===== src/rtl/game_pkg.sv =====
// rtl/game_pkg.sv - colour constants, state encoding and BCD helpers for the game timer
//
// Shared by game_timer_digits. Provides:
//   COLOR_TRANSPARENT / COLOR_BLACK / COLOR_RED  pixel colour codes
//   S_IDLE / S_RUN / S_PAUSED / S_EXPIRED         state encoding, wrapped by state_t
//   DIGIT_PX                                      on-screen digit size in pixels (8x8 glyph scaled x2)
//   sec_to_bcd()                                  decimal seconds to 3-digit BCD
//   bcd_dec()                                     3-digit BCD decrement with borrow chain, floors at 000

package game_pkg;

  localparam logic [7:0] COLOR_TRANSPARENT = 8'd255;
  localparam logic [7:0] COLOR_BLACK       = 8'd0;
  localparam logic [7:0] COLOR_RED         = 8'b11100000;

  localparam logic [1:0] S_IDLE    = 2'd0;
  localparam logic [1:0] S_RUN     = 2'd1;
  localparam logic [1:0] S_PAUSED  = 2'd2;
  localparam logic [1:0] S_EXPIRED = 2'd3;

  typedef enum logic [1:0] {
    ST_IDLE    = S_IDLE,
    ST_RUN     = S_RUN,
    ST_PAUSED  = S_PAUSED,
    ST_EXPIRED = S_EXPIRED
  } state_t;

  localparam int DIGIT_PX = 16;

  function automatic logic [11:0] sec_to_bcd(input int s);
    return {4'((s / 100) % 10), 4'((s / 10) % 10), 4'(s % 10)};
  endfunction

  function automatic logic [11:0] bcd_dec(input logic [11:0] v);
    logic [3:0] h;
    logic [3:0] t;
    logic [3:0] o;
    h = v[11:8];
    t = v[7:4];
    o = v[3:0];
    if (v == 12'h000) begin
      return 12'h000;
    end
    if (o != 4'd0) begin
      o = o - 4'd1;
    end else begin
      o = 4'd9;
      if (t != 4'd0) begin
        t = t - 4'd1;
      end else begin
        t = 4'd9;
        h = h - 4'd1;
      end
    end
    return {h, t, o};
  endfunction

endpackage


===== src/rtl/digit_glyph_rom.sv =====
// rtl/digit_glyph_rom.sv - 8x8 glyph rows for BCD digits 0-9
//
// Combinational lookup.
//   bcd  in  4  digit code; 10-15 render blank (all zeros)
//   row  in  3  glyph row, 0 = top
//   bits out 8  glyph row pixels, bit 7 = leftmost column

module digit_glyph_rom (
  input  logic [3:0] bcd,
  input  logic [2:0] row,
  output logic [7:0] bits
);

  // Whole glyph as 64 bits, top row in the most significant byte.
  logic [63:0] glyph;

  always_comb begin
    glyph = 64'h0;
    case (bcd)
      4'd0:    glyph = 64'h3C666E7666663C00;
      4'd1:    glyph = 64'h1838181818187E00;
      4'd2:    glyph = 64'h3C66060C30607E00;
      4'd3:    glyph = 64'h3C66061C06663C00;
      4'd4:    glyph = 64'h0C1C3C6C7E0C0C00;
      4'd5:    glyph = 64'h7E607C0606663C00;
      4'd6:    glyph = 64'h3C607C6666663C00;
      4'd7:    glyph = 64'h7E060C1830303000;
      4'd8:    glyph = 64'h3C66663C66663C00;
      4'd9:    glyph = 64'h3C66663E060C3800;
      default: glyph = 64'h0;
    endcase
  end

  // Row r lives at bit offset (7-r)*8; ~row is 7-row for a 3-bit value.
  assign bits = glyph[{~row, 3'b000} +: 8];

endmodule


===== src/rtl/game_timer_digits.sv =====
// rtl/game_timer_digits.sv - BCD countdown game clock with three rendered timer digits
//
// Counts START_SEC down to 000 at one step per CLK_HZ clocks and draws the three
// digits (hundreds at X0, tens at X0+16, ones at X0+32, rows Y0..Y0+15) as pixel colours.
// Optional feature macro: WARN_BLINK_EN (blink the digits during the last ten seconds).
// Ports:
//   clk, reset_n                   clock, asynchronous active-low reset
//   start                          1-cycle pulse: reload START_SEC and run
//   pause                          level: freeze the count while high
//   pixel_row, pixel_column        current VGA position
//   timer_color_3rd/high/low       registered hundreds/tens/ones pixel colour (1 clk latency)
//   seconds_bcd                    remaining time {hundreds, tens, ones}
//   running, time_up               high in RUN / in EXPIRED

module game_timer_digits
  import game_pkg::*;
#(
  parameter int CLK_HZ    = 100_000_000,
  parameter int START_SEC = 120,
  parameter int X0        = 560,
  parameter int Y0        = 8
) (
  input  logic        clk,
  input  logic        reset_n,
  input  logic        start,
  input  logic        pause,
  input  logic [9:0]  pixel_row,
  input  logic [9:0]  pixel_column,
  output logic [7:0]  timer_color_3rd,
  output logic [7:0]  timer_high_color,
  output logic [7:0]  timer_low_color,
  output logic [11:0] seconds_bcd,
  output logic        running,
  output logic        time_up
);

  localparam int              PW        = (CLK_HZ > 1) ? $clog2(CLK_HZ) : 1;
  localparam logic [PW-1:0]   PRESC_MAX = PW'(CLK_HZ - 1);
  localparam logic [11:0]     START_BCD = sec_to_bcd(START_SEC);
  localparam logic [10:0]     Y_TOP     = 11'(Y0);
  localparam logic [10:0]     Y_BOT     = 11'(Y0 + DIGIT_PX);

  state_t        state;
  logic [PW-1:0] presc;
  logic          wrap;

  assign wrap = (presc == PRESC_MAX);

  // ---------------------------------------------------------------------------
  // Countdown FSM. start overrides everything, including pause, in any state.
  // The prescaler advances in every RUN cycle, even the one in which pause is
  // seen, so a tick coinciding with pause is lost but the phase keeps moving.
  // ---------------------------------------------------------------------------
  always_ff @(posedge clk or negedge reset_n) begin
    if (!reset_n) begin
      state       <= ST_IDLE;
      seconds_bcd <= START_BCD;
      presc       <= '0;
      running     <= 1'b0;
      time_up     <= 1'b0;
    end else if (start) begin
      state       <= ST_RUN;
      seconds_bcd <= START_BCD;
      presc       <= '0;
      running     <= 1'b1;
      time_up     <= 1'b0;
    end else begin
      case (state)
        ST_IDLE: begin
        end
        ST_RUN: begin
          presc <= wrap ? '0 : presc + 1'b1;
          if (pause) begin
            state   <= ST_PAUSED;
            running <= 1'b0;
          end else if (wrap) begin
            if (seconds_bcd == 12'h001) begin
              seconds_bcd <= 12'h000;
              state       <= ST_EXPIRED;
              running     <= 1'b0;
              time_up     <= 1'b1;
            end else begin
              seconds_bcd <= bcd_dec(seconds_bcd);
            end
          end
        end
        ST_PAUSED: begin
          if (!pause) begin
            state   <= ST_RUN;
            running <= 1'b1;
          end
        end
        ST_EXPIRED: begin
          seconds_bcd <= 12'h000;
        end
        default: begin
          state <= ST_IDLE;
        end
      endcase
    end
  end

  // ---------------------------------------------------------------------------
  // Foreground colour for lit glyph pixels.
  // ---------------------------------------------------------------------------
  logic [7:0] fg;

`ifdef WARN_BLINK_EN
  localparam logic [PW-1:0] PRESC_HALF = PW'(CLK_HZ / 2);

  // BCD ordering matches numeric ordering, so <= 010 compares directly.
  always_comb begin
    fg = COLOR_RED;
    if (state != ST_EXPIRED && seconds_bcd <= 12'h010 && presc >= PRESC_HALF) begin
      fg = COLOR_TRANSPARENT;
    end
  end
`else
  assign fg = COLOR_RED;
`endif

  // ---------------------------------------------------------------------------
  // Render. Positions are widened to 11 bits so that columns left of a box
  // never wrap into it; only the low 4 bits of the offset are needed for the
  // glyph coordinates because the box is 16 pixels wide/high.
  // ---------------------------------------------------------------------------
  logic [10:0]      col_w;
  logic [10:0]      row_w;
  logic             row_in;
  logic [2:0]       grow;
  logic [2:0][7:0]  color_d;
  logic [2:0][7:0]  color_q;

  assign col_w  = {1'b0, pixel_column};
  assign row_w  = {1'b0, pixel_row};
  assign row_in = (row_w >= Y_TOP) && (row_w < Y_BOT);
  assign grow   = 3'((row_w[3:0] - Y_TOP[3:0]) >> 1);

  for (genvar d = 0; d < 3; d++) begin : g_digit
    localparam logic [10:0] X_L = 11'(X0 + DIGIT_PX * d);
    localparam logic [10:0] X_R = 11'(X0 + DIGIT_PX * (d + 1));

    logic [7:0] bits;
    logic [2:0] gcol;
    logic       in_box;
    logic       pix_on;

    digit_glyph_rom u_rom (
      .bcd  (seconds_bcd[11-4*d -: 4]),
      .row  (grow),
      .bits (bits)
    );

    assign in_box     = (col_w >= X_L) && (col_w < X_R) && row_in;
    assign gcol       = 3'((col_w[3:0] - X_L[3:0]) >> 1);
    assign pix_on     = bits[3'd7 - gcol];
    assign color_d[d] = in_box ? (pix_on ? fg : COLOR_BLACK) : COLOR_TRANSPARENT;
  end

  always_ff @(posedge clk or negedge reset_n) begin
    if (!reset_n) begin
      color_q <= {3{COLOR_TRANSPARENT}};
    end else begin
      color_q <= color_d;
    end
  end

  assign timer_color_3rd  = color_q[0];
  assign timer_high_color = color_q[1];
  assign timer_low_color  = color_q[2];

endmodule


===== config.mk =====
export PLATFORM = sky130hd
export DESIGN_NAME = game_timer_digits
export DESIGN_NICKNAME = d
export VERILOG_FILES = /design/src/rtl/game_pkg.sv /design/src/rtl/digit_glyph_rom.sv /design/src/rtl/game_timer_digits.sv
export SDC_FILE = /design/constraint.sdc
export NUM_CORES = 1
export LEC_CHECK = 0
export ABC_CLOCK_PERIOD_IN_PS = 4330
export BUFFER_PORTS_ARGS = -buffer_cell sky130_fd_sc_hd__buf_2
export CAP_MARGIN = 20
export CORE_AREA = 2 2 128 80
export DETAILED_ROUTE_END_ITERATION = 10
export DIE_AREA = 0 0 130 82
export GPL_TIMING_DRIVEN = 0
export PLACE_DENSITY = 0.83
export SYNTH_ARGS = -nofsm -noshare
export SYNTH_HDL_FRONTEND = slang
export SYNTH_SLANG_ARGS = --single-unit

===== constraint.sdc =====
create_clock -name clk -period 4.33 [get_ports clk]
set_clock_uncertainty 0.05 [all_clocks]
set_input_delay 0.866 -clock clk [delete_from_list [all_inputs] [get_ports clk]]
set_output_delay 0.866 -clock clk [all_outputs]
set_load 0.005 [all_outputs]

# After elaboration in Yosys (flattened, before gate mapping)

Memories as Yosys holds them, arrays and structs flattened.
Index checks and enable logic that the tools add are counted.

Add/subtract/negate cells: 6
$mul: 0
Div/mod/pow operators: 0
$lt $le $gt $ge: 9
Equal/unequal tests: 13
Shift operators: 3
Muxes and demuxes: 50
Bitwise logic cells: 1
Reduce and logical (&&, ||, !) cells: 20

Operators with widths:

| kind                  | count |
|---|---|
| $shiftx 64x7->8       | 3 |
| $mux 27               | 3 |
| $mux 12               | 6 |
| $mux 8                | 6 |
| $ge 10x10->1 const B  | 3 |
| $lt 10x10->1 const B  | 3 |
| $add 27x1->27 const B | 1 |
| $eq 27x27->1 const B  | 1 |
| $pmux 12 s2           | 1 |
| $mux 4                | 5 |
| $mux 1                | 19 |
| $eq 12x1->1 const B   | 1 |
| $logic_not 12->1      | 1 |
| $reduce_and 4->1      | 3 |
| $sub 4x1->4 const B   | 3 |
| $ge 10x4->1 const B   | 1 |
| $lt 10x5->1 const B   | 1 |
| $mux 2                | 5 |
| $ne 5x5->1 const B    | 2 |
| $bmux 1 s3            | 3 |
| $ne 3x3->1 const B    | 3 |
| $ne 4x4->1 const B    | 2 |
| $reduce_bool 4->1     | 2 |
| $logic_and 1x1->1     | 7 |
| other kinds (13)      | 17 |

Bits in registers: 67
Bits in latches: 0
Bits in writable memories: 0
Bits in read-only memories: 2016
Input port bits: 24
Output and inout port bits: 38
Word-level logic and storage cells: 115
Memories kept: 3

Memories:

| name             | depth | width | rd ports | clocked after Yosys merged registers in | write ports | RTL line              | source |
|---|---|---|---|---|---|---|---|
| (name not given) | 16    | 42    | 1        | 0                                       | 0           | digit_glyph_rom.sv:19 | `case (bcd)` |
| (name not given) | 16    | 42    | 1        | 0                                       | 0           | digit_glyph_rom.sv:19 |  |
| (name not given) | 16    | 42    | 1        | 0                                       | 0           | digit_glyph_rom.sv:19 |  |

# Depth between registers and ports, before layout

Gate-level depths: netlist of the first run.

Depth in word-level cells: 13
Gate-level depth with buffers: 11
Mapped depth without buffers: 9

# Modules after synthesis

Synthesis of the first run repeated with hierarchy kept, for this count alone.

Cell total of the unflattened synthesis: 742
Area, all modules: 5709.2 sq um

By module, submodules not included:

| module            | times used | cells each | area an instance (sq um) | seq. area each (sq um) |
|---|---|---|---|---|
| game_timer_digits | 1          | 361        | 3299.4                   | 1236.2 |
| digit_glyph_rom   | 3          | 127        | 803.3                    | 0.0 |

# Worst setup path after synthesis of the first run

Ideal clock, no wire load.

Path type: register to register
Start point: register seconds_bcd[4]
End point: register seconds_bcd[7]
Setup time: 0.110 ns
Arrival: 2.248 ns
Required time: 4.170 ns
Path slack: 1.922 ns
Stages on the path, launching flop included: 9
Buffers on the path: 0
Clock period less this slack: 2.408 ns
Cell sequence: dfrtp_1 > inv_1 > ha_1 > nor3b_2 > nand4_1 > and2_1 > nand2b_1 > a21o_1 > o41ai_1

Word-level cells in the longest chain between the ends: 13
Elaborated cells on any way between the ends: 20
Classes of those cells: add/sub: 1; eq/ne: 2; mux: 14; reduce/logical: 3

Ends and longest elaborated chain:

| what                     | RTL line                | source |
|---|---|---|
| start: declaration       | game_timer_digits.sv:32 | `output logic [11:0] seconds_bcd,` |
| start signal: assignment | game_timer_digits.sv:83 | `seconds_bcd <= bcd_dec(seconds_bcd);` |
| $logic_not 12->1         | game_pkg.sv:41          | `if (v == 12'h000) begin` |
| $mux 1                   | game_pkg.sv:41          |  |
| $mux 1                   | game_timer_digits.sv:77 | `if (seconds_bcd == 12'h001) begin` |
| $mux 1                   | game_timer_digits.sv:76 | `end else if (wrap) begin` |
| $mux 1                   | game_timer_digits.sv:73 | `if (pause) begin` |
| $mux 1                   | game_timer_digits.sv:68 | `case (state)` |
| $mux 1                   | game_timer_digits.sv:61 | `end else if (start) begin` |
| $mux 12                  | game_pkg.sv:44          | `if (o != 4'd0) begin` |
| $mux 12                  | game_timer_digits.sv:77 |  |
| $mux 12                  | game_timer_digits.sv:76 |  |
| $mux 12                  | game_timer_digits.sv:73 |  |
| $pmux 12 s2              | game_timer_digits.sv:68 |  |
| $mux 12                  | game_timer_digits.sv:61 |  |

Parallel ways exist; a longest one is shown, timed or not. The select of a mux whose other input is x is not followed.
A chain may end at the register's enable or synchronous reset.

# Worst setup path after layout of the first run

Start point: register seconds_bcd[1]
End point: register seconds_bcd[7]

The elaborated chain is that of the path after synthesis.

==> results.rst, run 1 <==
.. list-table::
   :header-rows: 1

   * - Metric
     - Value
   * - Result of the run
     - finished clean
   * - DIE AREA
     - 10660 µm²
   * - CP peak stage delay
     - 550 ps
   * - Dominant delay contributor by cell family on the critical path
     - simple AND/OR/NAND/NOR gates
   * - Gates resized, CTS repair
     - 0
   * - Floorplan row count
     - 28
   * - Die outline width
     - 130 µm
   * - CTS tree
     - yes
   * - Min-delay worst type
     - primary input to async pin
   * - Final count of negative-setup-slack endpoints
     - 0
   * - Required time of the worst setup path
     - 4420 ps
   * - Worst-skew pair later-pin latency
     - 300 ps
   * - Global-route wire length before repair
     - 30.48 mm
   * - CP Class
     - register to register
   * - H-tree levels
     - 2
   * - Number of antenna-violating nets in the routed design
     - 0
   * - Number of unique standard cell types used by synthesis
     - 74
   * - Ant. Diodes
     - 0
   * - Clock root cell
     - clkbuf_16
   * - Share of the core filled with cells
     - 0.6048
   * - Synth-to-Final Area Change
     - 12.37%
   * - Total global-route track usage
     - 0.3719
   * - Final period util
     - 0.7344
   * - DRC
     - 0
   * - Highest-count cells in the layout ignoring fill and taps
     - o21ai_0, nand2_1, buf_2
   * - GRT overflow
     - 0
   * - Unrepaired setup endpoints after global routing
     - false
   * - Relative slew slack
     - 0.4322
   * - Area of the mapped netlist
     - 5147 µm²
   * - Total stage count of the critical path
     - 8
   * - Ys async rst share
     - 1.000
   * - Number of enable flip-flop cells after synthesis
     - 0
   * - Worst-margin pin slew
     - 851.7 ps
   * - Die outline height
     - 82 µm
   * - Worst path buffer plus inverter count
     - 1
   * - Number of antenna violations at the first check in global routing
     - 0
   * - Total power consumption of the routed design
     - 2.865 mW
   * - FF-to-FF Start
     - seconds_bcd[1]$_DFFE_PN0P_
   * - Number of buffer cells added on primary ports
     - 56
   * - Avg WL per Cell
     - 21.71 µm
   * - Number of buffers added to fix hold violations after cts
     - 0
   * - Vias in the first global route
     - 5508
   * - Maximum buffer depth of the clock tree
     - 2
   * - Clk slew on worst S/H paths
     - 70 ps
   * - Share of synthesized area occupied by flip-flops and latches
     - 0.2402
   * - Maximum resistive drop on vdd
     - 375.1 µV
   * - Initial standard-cell utilization of the core
     - 0.5382
   * - Accumulated negative setup slack
     - 0 ps
   * - Total number of clock tree sinks
     - 49
   * - Buffers inserted by post-CTS timing repair
     - 0
   * - Syn_area_per_cell
     - 7.364 µm²
   * - Number of cells in the finished layout apart from fillers
     - 899
   * - Clock buffers created by TritonCTS
     - 5
   * - Final number of hold-violating endpoints
     - 0
   * - Maximum number of pins on one net before global-route repair
     - 39
   * - Count of cells along the worst register-to-register path
     - 8
   * - Number of max-slew violations in the final report
     - 0
   * - Placed Cells
     - 891
   * - Type of destination of the critical path
     - register
   * - Worst Hold Margin
     - 391.7 ps
   * - Critical Path Slowest Stage Cell
     - o41ai_1
   * - Core region area
     - 9564 µm²
   * - Vias post-DR
     - 6118
   * - Number of nets produced by synthesis
     - 751
   * - Leak Pwr
     - 2.345 nW
   * - Sum of net half-perimeters after detailed placement
     - 14.39 mm
   * - Pre-antenna DRT Iters
     - 7
   * - Post-Route WL
     - 19.52 mm
   * - Max-cap violations
     - 0
   * - Maximum net fanout on the critical path
     - 10
   * - Count of yosys warnings during synthesis
     - 0
   * - Syn Inst Count
     - 699
   * - Final critical path time including I/O delays and setup
     - 3180 ps
   * - Achievable Freq
     - 314.5 MHz
   * - Leading cell type in the layout, fill and taps excluded
     - o21ai_0
   * - Drt via density
     - 6.805
   * - Commonest register cell after synthesis
     - dfrtp_1
   * - Nets@finish
     - 815
   * - Routability Congestion
     - 1.041
   * - Iteration-0 DRC Markers
     - 884
   * - Share of post-route cells with drive strength above 1
     - 0.1636
   * - Endpoint arrival time on the critical path
     - 3270 ps
   * - Power per unit of standard cell area
     - 495.3 nW/µm²
   * - Worst path cell trace
     - inv_1 -> ha_1 -> nor3b_1 -> nand4_1 -> and2_1 -> nand2b_1 -> a21o_1 -> o41ai_1
   * - Start point of the critical path
     - seconds_bcd[1]$_DFFE_PN0P_
   * - Flip-flop and latch count after synthesis
     - 49
   * - Worst setup SP type
     - register
   * - Number of I/O pins
     - 62
[state kept, by name, indices dropped and copies added (netlist names)]
register and cells:
presc 27, seconds_bcd 12, state 2, timer_color_3rd 2
timer_high_color 2, timer_low_color 2, running 1, time_up 1
[cells in the mapped netlist (all sizes together) (14+ instances only)]
| master | count | share of area |
|---|---|---|
| o31ai | 14 | 0.020 |
| inv | 18 | 0.013 |
| clkbuf | 27 | 0.020 |
| o21ai | 79 | 0.077 |
| nor3 | 20 | 0.022 |
| a21oi | 54 | 0.053 |
| ha | 28 | 0.068 |
| a31oi | 16 | 0.019 |
| nor2 | 60 | 0.044 |
| buf | 41 | 0.051 |
| nand2 | 73 | 0.053 |
| dfrtp | 41 | 0.20 |
| nand3 | 29 | 0.029 |
[where the power goes]
group          total, mW  internal [mW]  switching [mW]
sequential         0.610          0.510          0.0998
combinational       1.78          0.619            1.16
clock              0.473          0.275           0.199
total               2.86           1.40            1.46
[final timing paths]
path,to,slack [ps]
setup / recovery,seconds_bcd[7]$_DFFE_PN0P_,1150
hold / removal,running$_DFFE_PN0P_,390
setup reg to reg,seconds_bcd[7]$_DFFE_PN0P_,1150
hold reg to reg,presc[21]$_DFFE_PN0P_,410
max in group asynchronous,timer_low_color[6]$_DFF_PN1_,3260
min in group clk,presc[21]$_DFFE_PN0P_,410
[worst register-to-register path, delay by kind of cell, from the launching register on]
family                     cells  cell delay (ps)
DFF                            1              530
adders and majority gates      1              270
AOI/OAI and AO/OA              2              830
and+or+nand+nor                4             1110
buffers and inverters          1              250
[metrics by stage]
step | instance area [µm²] | worst slack [ps]
floorplan | 5147 | 1922
global placement | 5597 | 1049
detailed placement | 5617 | 1047
CTS | 5784 | 1279
global route | 5784 | 1001
finish | 5784 | 1150
[metal layers]
layer	up-vias	wire (µm)	global-route usage
li1	2708	-	-
met1	2896	8798	0.5599
met2	452	7810	0.5126
met3	60	2544	0.1088
met4	2	334	0.08387
met5	-	28	0.02451
[layout make-up]
type | count | area, µm²
clock buffers | 6 | 128.9
inverters | 21 | 78.83
repair buffers | 57 | 300.3
plain buffers | 68 | 361.6
flip-flops and latches | 49 | 1236
clock inverters | 2 | 38.79
well taps | 135 | 168.9
multi-input cells | 561 | 3471
fillers | 902 | 3780
[cells by family (layout without fill, tap and decap cells)]
logic type                 count (synthesis)  in the layout  share of synthesized area
buffers and inverters                     89            154                    0.08556
xor gates and xnor gates                   2              2                   0.003404
AOI/OAI and AO/OA                        257            257                     0.3182
adders and majority gates                 28             28                    0.06806
DFF                                       49             49                     0.2402
muxes                                     12             12                    0.02674
and+or+nand+nor                          262            262                     0.2579
Note: power is estimated with default switching activity, not from simulation.
==> inputs of run 2 (changes only) <==
--- a/config.mk
+++ b/config.mk
@@ -5,7 +5,7 @@
 export SDC_FILE = /design/constraint.sdc
 export NUM_CORES = 1
 export LEC_CHECK = 0
-export ABC_CLOCK_PERIOD_IN_PS = 4330
+export ABC_CLOCK_PERIOD_IN_PS = 3000
 export BUFFER_PORTS_ARGS = -buffer_cell sky130_fd_sc_hd__buf_2
 export CAP_MARGIN = 20
 export CORE_AREA = 2 2 128 80
==> constraint.sdc (replaced) <==
create_clock -name clk -period 3 [get_ports clk]
set_clock_uncertainty 0.05 [all_clocks]
set_input_delay 0.6 -clock clk [delete_from_list [all_inputs] [get_ports clk]]
set_output_delay 0.6 -clock clk [all_outputs]
set_load 0.005 [all_outputs]
==> run 2 against run 1 <==
The flow now finishes with violations (negative setup slack). Sequential power grew 46%. Routed wire length grew 0.15%. Combinational power grew 46%. Cell count shrank 0.22%. Register-to-register slack lost 1000 ps. Global-route usage grew 0.056 points. Hold slack lost 260 ps. Total power grew 46%. Clock power grew 44%. Largest cell class unchanged. Highest routed layer unchanged.
==> results.rst, run 2 (synthesized netlist as in run 1, its figures left out) <==
.. list-table::
   :header-rows: 1

   * - Metric
     - Value
   * - Number of I/O pins
     - 62 (unchanged)
   * - Power per unit of standard cell area
     - 716.9 nW/µm² (+45%)
   * - Synth-to-Final Area Change
     - 12.96%
   * - Total power consumption of the routed design
     - 4.168 mW (+46%)
   * - Power spent charging and discharging nets
     - 2.117 mW (+45%)
   * - Total number of clock tree sinks
     - 49 (unchanged)
   * - Number of max-slew violations in the final report
     - 0 (unchanged)
   * - Routability Congestion
     - 1.041 (unchanged)
   * - Floorplan row count
     - 28 (unchanged)
   * - Relative slew slack
     - 0.4907 (+0.05848)
   * - Dpl ws
     - -16.93 ps (-1064 ps)
   * - Drt via density
     - 6.770 (-0.51%)
   * - Pre-antenna DRT Iters
     - 6 (-1)
   * - Endpoint arrival time on the critical path
     - 3160 ps (-110 ps)
   * - Flip-flop count of the largest register after layout
     - 27 (unchanged)
   * - Fillers
     - 898 (-0.44%)
   * - Sequential Power Share
     - 0.214 (about the same)
   * - Leading cell type in the layout, fill and taps excluded
     - o21ai_0
   * - Die outline width
     - 130 µm (unchanged)
   * - Clock root cell
     - clkbuf_16
   * - Worst-skew pair later-pin latency
     - 300 ps (about the same)
   * - Final count of negative-setup-slack endpoints
     - 1 (+1)
   * - CTS tree
     - yes
   * - DRC
     - 0 (unchanged)
   * - Combinational power share
     - 0.623 (about the same)
   * - Core region area
     - 9564 µm² (unchanged)
   * - Leak Pwr
     - 2.354 nW (+0.35%)
   * - Final period util
     - 1.004
   * - Ant. Diodes
     - 0 (unchanged)
   * - Number of buffer cells added on primary ports
     - 56 (unchanged)
   * - Global-route wire length before repair
     - 30.52 mm (+0.11%)
   * - Number of antenna-violating nets in the routed design
     - 0 (unchanged)
   * - Share of power burned in the clock network
     - 0.163 (-0.002)
   * - Violations in the final reports
     - negative setup slack
   * - Clk slew on worst S/H paths
     - 70 ps (about the same)
   * - Number of antenna violations at the first check in global routing
     - 0 (unchanged)
   * - Max-cap violations
     - 0 (unchanged)
   * - Placement Cell Area
     - 5617 µm² (unchanged)
   * - Switching power as a share of total power
     - 0.5079 (-0.002096)
   * - Internal Pwr Total
     - 2.051 mW (+46%)
   * - Min-delay worst type
     - primary input to async pin
   * - Maximum net fanout on the critical path
     - 10 (unchanged)
   * - Final critical path time including I/O delays and setup
     - 3012 ps
   * - Result of the run
     - complete, but fails checks
   * - CP Class
     - primary input to register
   * - Largest register by flop count
     - presc
   * - Worst-margin pin slew
     - 761.2 ps (-90.53 ps)
   * - Die outline height
     - 82 µm (unchanged)
   * - Vias in the first global route
     - 5506 (-0.036%)
   * - Initial standard-cell utilization of the core
     - 0.5382 (unchanged)
   * - Highest-count cells in the layout ignoring fill and taps
     - o21ai_0, nand2_1, buf_2
   * - Iteration-0 DRC Markers
     - 867 (-1.9%)
   * - Maximum buffer depth of the clock tree
     - 2 (unchanged)
   * - Required time of the worst setup path
     - 3140 ps (-1280 ps)
   * - Sum of net half-perimeters after detailed placement
     - 14.39 mm (unchanged)
   * - DIE AREA
     - 10660 µm² (unchanged)
   * - Nets@finish
     - 813 (-0.25%)
   * - Achievable Freq
     - 332.0 MHz
   * - Type of destination of the critical path
     - register
   * - Clock buffers created by TritonCTS
     - 5 (unchanged)
   * - Share of post-route cells with drive strength above 1
     - 0.1732 (+0.009616)
   * - Vias post-DR
     - 6073 (-0.74%)
   * - Total global-route track usage
     - 0.3724 (+0.0005635)
   * - Unrepaired setup endpoints after global routing
     - false
   * - Area of all placed cells without fillers
     - 5814 µm² (+0.52%)
   * - Largest registers
     - presc (27), seconds_bcd (12)
   * - Worst setup SP type
     - primary input
   * - Post-Route WL
     - 19.55 mm (+0.15%)
   * - Maximum number of pins on one net before global-route repair
     - 39 (unchanged)
   * - Worst setup slack after layout
     - -12.20 ps (-1162 ps)
   * - Share of the core filled with cells
     - 0.6079 (+0.003140)
   * - Maximum resistive drop on vdd
     - 566.8 µV (+51%)
   * - H-tree levels
     - 2 (unchanged)
   * - Avg WL per Cell
     - 21.79 µm (+0.37%)
   * - GRT overflow
     - 0 (unchanged)
   * - Number of buffers added to fix hold violations after cts
     - 0 (unchanged)
   * - Final number of hold-violating endpoints
     - 0 (unchanged)
==> run 2: through the flow <==
step | setup TNS [ps] | std cells | hold slack, ps
floorplan | 0 | 699 | 254.4
global placement | -22.22 | 890 | 396.1
detailed placement | -16.93 | 891 | 401.8
CTS | 0 | 899 | 129.8
global route | 0 | 897 | 147.1
finish | -12.20 | 897 | 128.6
==> run 2: worst paths after layout <==
check	from	end	slack, ps	cells past startpoint
max	pixel_row[1]	timer_high_color[6]$_DFF_PN1_	-10	9
min	reset_n	running$_DFFE_PN0P_	130	1
max reg2reg	seconds_bcd[8]$_DFFE_PN1P_	timer_color_3rd[6]$_DFF_PN1_	120	8
min reg2reg	presc[21]$_DFFE_PN0P_	presc[21]$_DFFE_PN0P_	420	1
max in group asynchronous	reset_n	timer_low_color[6]$_DFF_PN1_	2200	2
min in group clk	presc[21]$_DFFE_PN0P_	presc[21]$_DFFE_PN0P_	420	1
==> run 2: critical path, stage by stage <==
cell,delay (ps)
buf_2,90
buf_2,270
buf_1,600
clkbuf_1,570
o211ai_1,180
nor2b_1,220
nor3_1,250
o32ai_1,130
a32oi_1,260
==> run 2: routing by layer <==
metal | track usage | vias up | routed length [µm]
li1 | - | 2705 | -
met1 | 0.5627 | 2865 | 8804
met2 | 0.5110 | 455 | 7810
met3 | 0.1088 | 46 | 2581
met4 | 0.08387 | 2 | 320
met5 | 0.02451 | - | 28
==> run 2: power groups by stage <==
stage	clock [mW]	combinational [mW]	sequential, mW
2_1_floorplan	0	1.73	0.853
3_3_place_gp	0	2.44	0.882
3_5_place_dp	0	2.42	0.886
4_1_cts	0.688	2.45	0.879
5_1_grt	0.710	2.81	0.908
6_report	0.680	2.60	0.893
==> run 2: what timing repair did <==
action                                  CTS  global route
setup buffers                             0             1
pin swaps                                 0             0
resized for setup                         2             5
endpoints found under the setup margin    1             9
==> run 2: layout make-up <==
class,instances,area (µm²),area share
plain buffers,65,350.3,0.06025
clock buffers,6,128.9,0.02216
clock inverters,2,38.79,0.006671
inverters,21,78.83,0.01356
multi-input cells,561,3505,0.6028
flip-flops and latches,49,1236,0.2126
well taps,135,168.9,0.02905
repair buffers,58,307.8,0.05294
==> inputs of run 3 (changes only) <==
--- a/config.mk
+++ b/config.mk
@@ -13,6 +13,7 @@
 export DIE_AREA = 0 0 130 82
 export GPL_TIMING_DRIVEN = 0
 export PLACE_DENSITY = 0.83
+export SKIP_CTS_REPAIR_TIMING = 1
 export SYNTH_ARGS = -nofsm -noshare
 export SYNTH_HDL_FRONTEND = slang
 export SYNTH_SLANG_ARGS = --single-unit
==> run 3 against run 2 <==
The flow now finishes without violations. Clock power grew 1%. Die area unchanged. Sequential power barely moved. Largest cell class unchanged. Global-route usage fell by 0.056 points. Core utilization is the same. Sequential share of layout area is the same. First-iteration DRC count up 8.8%. Largest power group unchanged.
==> results.rst, run 3 (synthesized netlist as in run 1, its figures left out) <==
.. list-table::
   :header-rows: 1

   * - Metric
     - Value
   * - Die outline width
     - 130 µm (unchanged)
   * - Core region area
     - 9564 µm² (unchanged)
   * - Maximum number of pins on one net before global-route repair
     - 39 (unchanged)
   * - Global-route wire length before repair
     - 30.48 mm (-0.11%)
   * - Unrepaired setup endpoints after global routing
     - false
   * - Clock buffers created by TritonCTS
     - 5 (unchanged)
   * - Result of the run
     - finished clean
   * - Routability Congestion
     - 1.041 (unchanged)
   * - Highest-count cells in the layout ignoring fill and taps
     - o21ai_0, nand2_1, buf_2
   * - CTS tree
     - yes
   * - Endpoint arrival time on the critical path
     - 3110 ps (-50 ps)
   * - WL met3
     - 2.792 mm (+8.2%)
   * - Final period util
     - 0.9863 (-0.01776)
   * - Share of post-route cells with drive strength above 1
     - 0.1732 (unchanged)
   * - Met1 wire length
     - 8.558 mm (-2.8%)
   * - Number of max-slew violations in the final report
     - 0 (unchanged)
   * - Ant. Diodes
     - 0 (unchanged)
   * - Power per unit of standard cell area
     - 717.8 nW/µm² (+0.12%)
   * - Pre-antenna DRT Iters
     - 6 (unchanged)
   * - Worst setup SP type
     - primary input
   * - Post-Route WL
     - 19.50 mm (-0.25%)
   * - Nets@finish
     - 813 (unchanged)
   * - Maximum net fanout on the critical path
     - 10 (unchanged)
   * - Iteration-0 DRC Markers
     - 943 (+8.8%)
   * - Type of destination of the critical path
     - register
   * - Min-delay worst type
     - primary input to async pin
   * - Avg WL per Cell
     - 21.74 µm (-0.25%)
   * - DRC
     - 0 (unchanged)
   * - Total global-route track usage
     - 0.3719 (-0.0005635)
   * - Critical Path Slowest Stage Cell
     - buf_1
   * - Clock root cell
     - clkbuf_16
   * - Achievable Freq
     - 338.0 MHz (+1.8%)
   * - DIE AREA
     - 10660 µm² (unchanged)
   * - Floorplan row count
     - 28 (unchanged)
   * - Relative slew slack
     - 0.4808 (-0.009895)
   * - Number of buffer cells added on primary ports
     - 56 (unchanged)
   * - Leak Pwr
     - 2.354 nW (unchanged)
   * - Drt via density
     - 6.839 (+1.0%)
   * - Final count of negative-setup-slack endpoints
     - 0 (-1)
   * - Total number of clock tree sinks
     - 49 (unchanged)
   * - Sum of net half-perimeters after detailed placement
     - 14.39 mm (unchanged)
   * - Largest registers
     - presc (27), seconds_bcd (12)
   * - Required time of the worst setup path
     - 3150 ps (about the same)
   * - Vias in the first global route
     - 5508 (+0.036%)
   * - Dpl ws
     - -16.93 ps (unchanged)
   * - Maximum buffer depth of the clock tree
     - 2 (unchanged)
   * - Number of I/O pins
     - 62 (unchanged)
   * - Worst-skew pair later-pin latency
     - 310 ps (about the same)
   * - Number of antenna-violating nets in the routed design
     - 0 (unchanged)
   * - CP Class
     - primary input to register
   * - Worst-margin pin slew
     - 776.0 ps (+14.79 ps)
   * - Cell type with the highest occurrence count on the critical path
     - buf_2
   * - Die outline height
     - 82 µm (unchanged)
   * - Fillers
     - 898 (unchanged)
   * - CP peak stage delay
     - 590 ps (about the same)
   * - Max-cap violations
     - 0 (unchanged)
   * - Maximum resistive drop on vdd
     - 566.9 µV (about the same)
   * - Leading cell type in the layout, fill and taps excluded
     - o21ai_0
   * - Length of routed met2 wiring
     - 7.760 mm (-0.64%)
   * - Area taken by flip-flops and latches
     - 1236 µm² (unchanged)
   * - Share of the core filled with cells
     - 0.6079 (unchanged)
   * - Worst setup slack after layout
     - 41.08 ps (+53.28 ps)
   * - Final critical path time including I/O delays and setup
     - 2959 ps (-53.28 ps)
   * - Final number of hold-violating endpoints
     - 0 (unchanged)
   * - Initial standard-cell utilization of the core
     - 0.5382 (unchanged)
   * - Synth-to-Final Area Change
     - 12.96% (unchanged)
   * - Clk slew on worst S/H paths
     - 70 ps (about the same)
   * - Area of the multi-input gates
     - 3505 µm² (unchanged)
   * - Worst path cell trace
     - buf_2 -> buf_2 -> buf_1 -> clkbuf_1 -> o211ai_1 -> nor2b_1 -> nor3_1 -> o32ai_1 -> a32oi_1
   * - GRT overflow
     - 0 (unchanged)
   * - H-tree levels
     - 2 (unchanged)
   * - Number of antenna violations at the first check in global routing
     - 0 (unchanged)
   * - Flip-flop count of the largest register after layout
     - 27 (unchanged)
   * - Uppermost layer routed
     - met5
   * - Largest register by flop count
     - presc
   * - Vias post-DR
     - 6135 (+1.0%)
-- run 3: cell counts in the layout (fill, tap and decap cells not counted) --
No cell type changed its count.
-- run 3: worst paths after layout --
| kind | start | end | slack, ps | cells past startpoint |
|---|---|---|---|---|
| max | pixel_row[1] | timer_high_color[6]$_DFF_PN1_ | 40 | 9 |
| min | reset_n | running$_DFFE_PN0P_ | 130 | 1 |
| max reg2reg | seconds_bcd[1]$_DFFE_PN0P_ | seconds_bcd[7]$_DFFE_PN0P_ | 180 | 8 |
| min reg2reg | presc[21]$_DFFE_PN0P_ | presc[21]$_DFFE_PN0P_ | 420 | 1 |
| max in group asynchronous | reset_n | timer_low_color[6]$_DFF_PN1_ | 2200 | 2 |
| min in group clk | presc[21]$_DFFE_PN0P_ | presc[21]$_DFFE_PN0P_ | 420 | 1 |
-- run 3: cell type report --
class                           instances  share of cell area
Buffer                                 65             0.06025
Clock buffer                            6             0.02216
Clock inverter                          2            0.006671
Inverter                               21             0.01356
Multi-Input combinational cell        561              0.6028
Sequential cell                        49              0.2126
Tap cell                              135             0.02905
Timing Repair Buffer                   58             0.05294
-- run 3: worst max-delay path: cells and delay by family --
kind | cells | cell delay (ps)
AOI/OAI and AO/OA | 3 | 540
and+or+nand+nor | 2 | 450
buffers and inverters | 4 | 1520
-- run 3: stage by stage --
stage	power, mW	std cells	setup TNS, ps	instance area (µm²)	hold WS, ps
after global placement	3.319	890	-22.22	5597	396.1
final	4.173	897	0	5814	125.4
after detailed placement	3.310	891	-16.93	5617	401.8
after floorplan	2.581	699	0	5147	254.4
after CTS	4.005	899	-50.68	5784	129.8
after global routing	4.429	897	0	5814	147.1
-- run 3: per-layer routing --
metal	up-vias	track usage
met5	-	0.02451
met4	2	0.08387
met3	55	0.1088
met2	511	0.5126
met1	2852	0.5599
li1	2715	-
-- run 3: where the power goes --
group | total (mW) | internal [mW] | switching, mW
combinational | 2.59 | 0.919 | 1.67
clock | 0.689 | 0.397 | 0.292
sequential | 0.892 | 0.736 | 0.157
total | 4.17 | 2.05 | 2.12
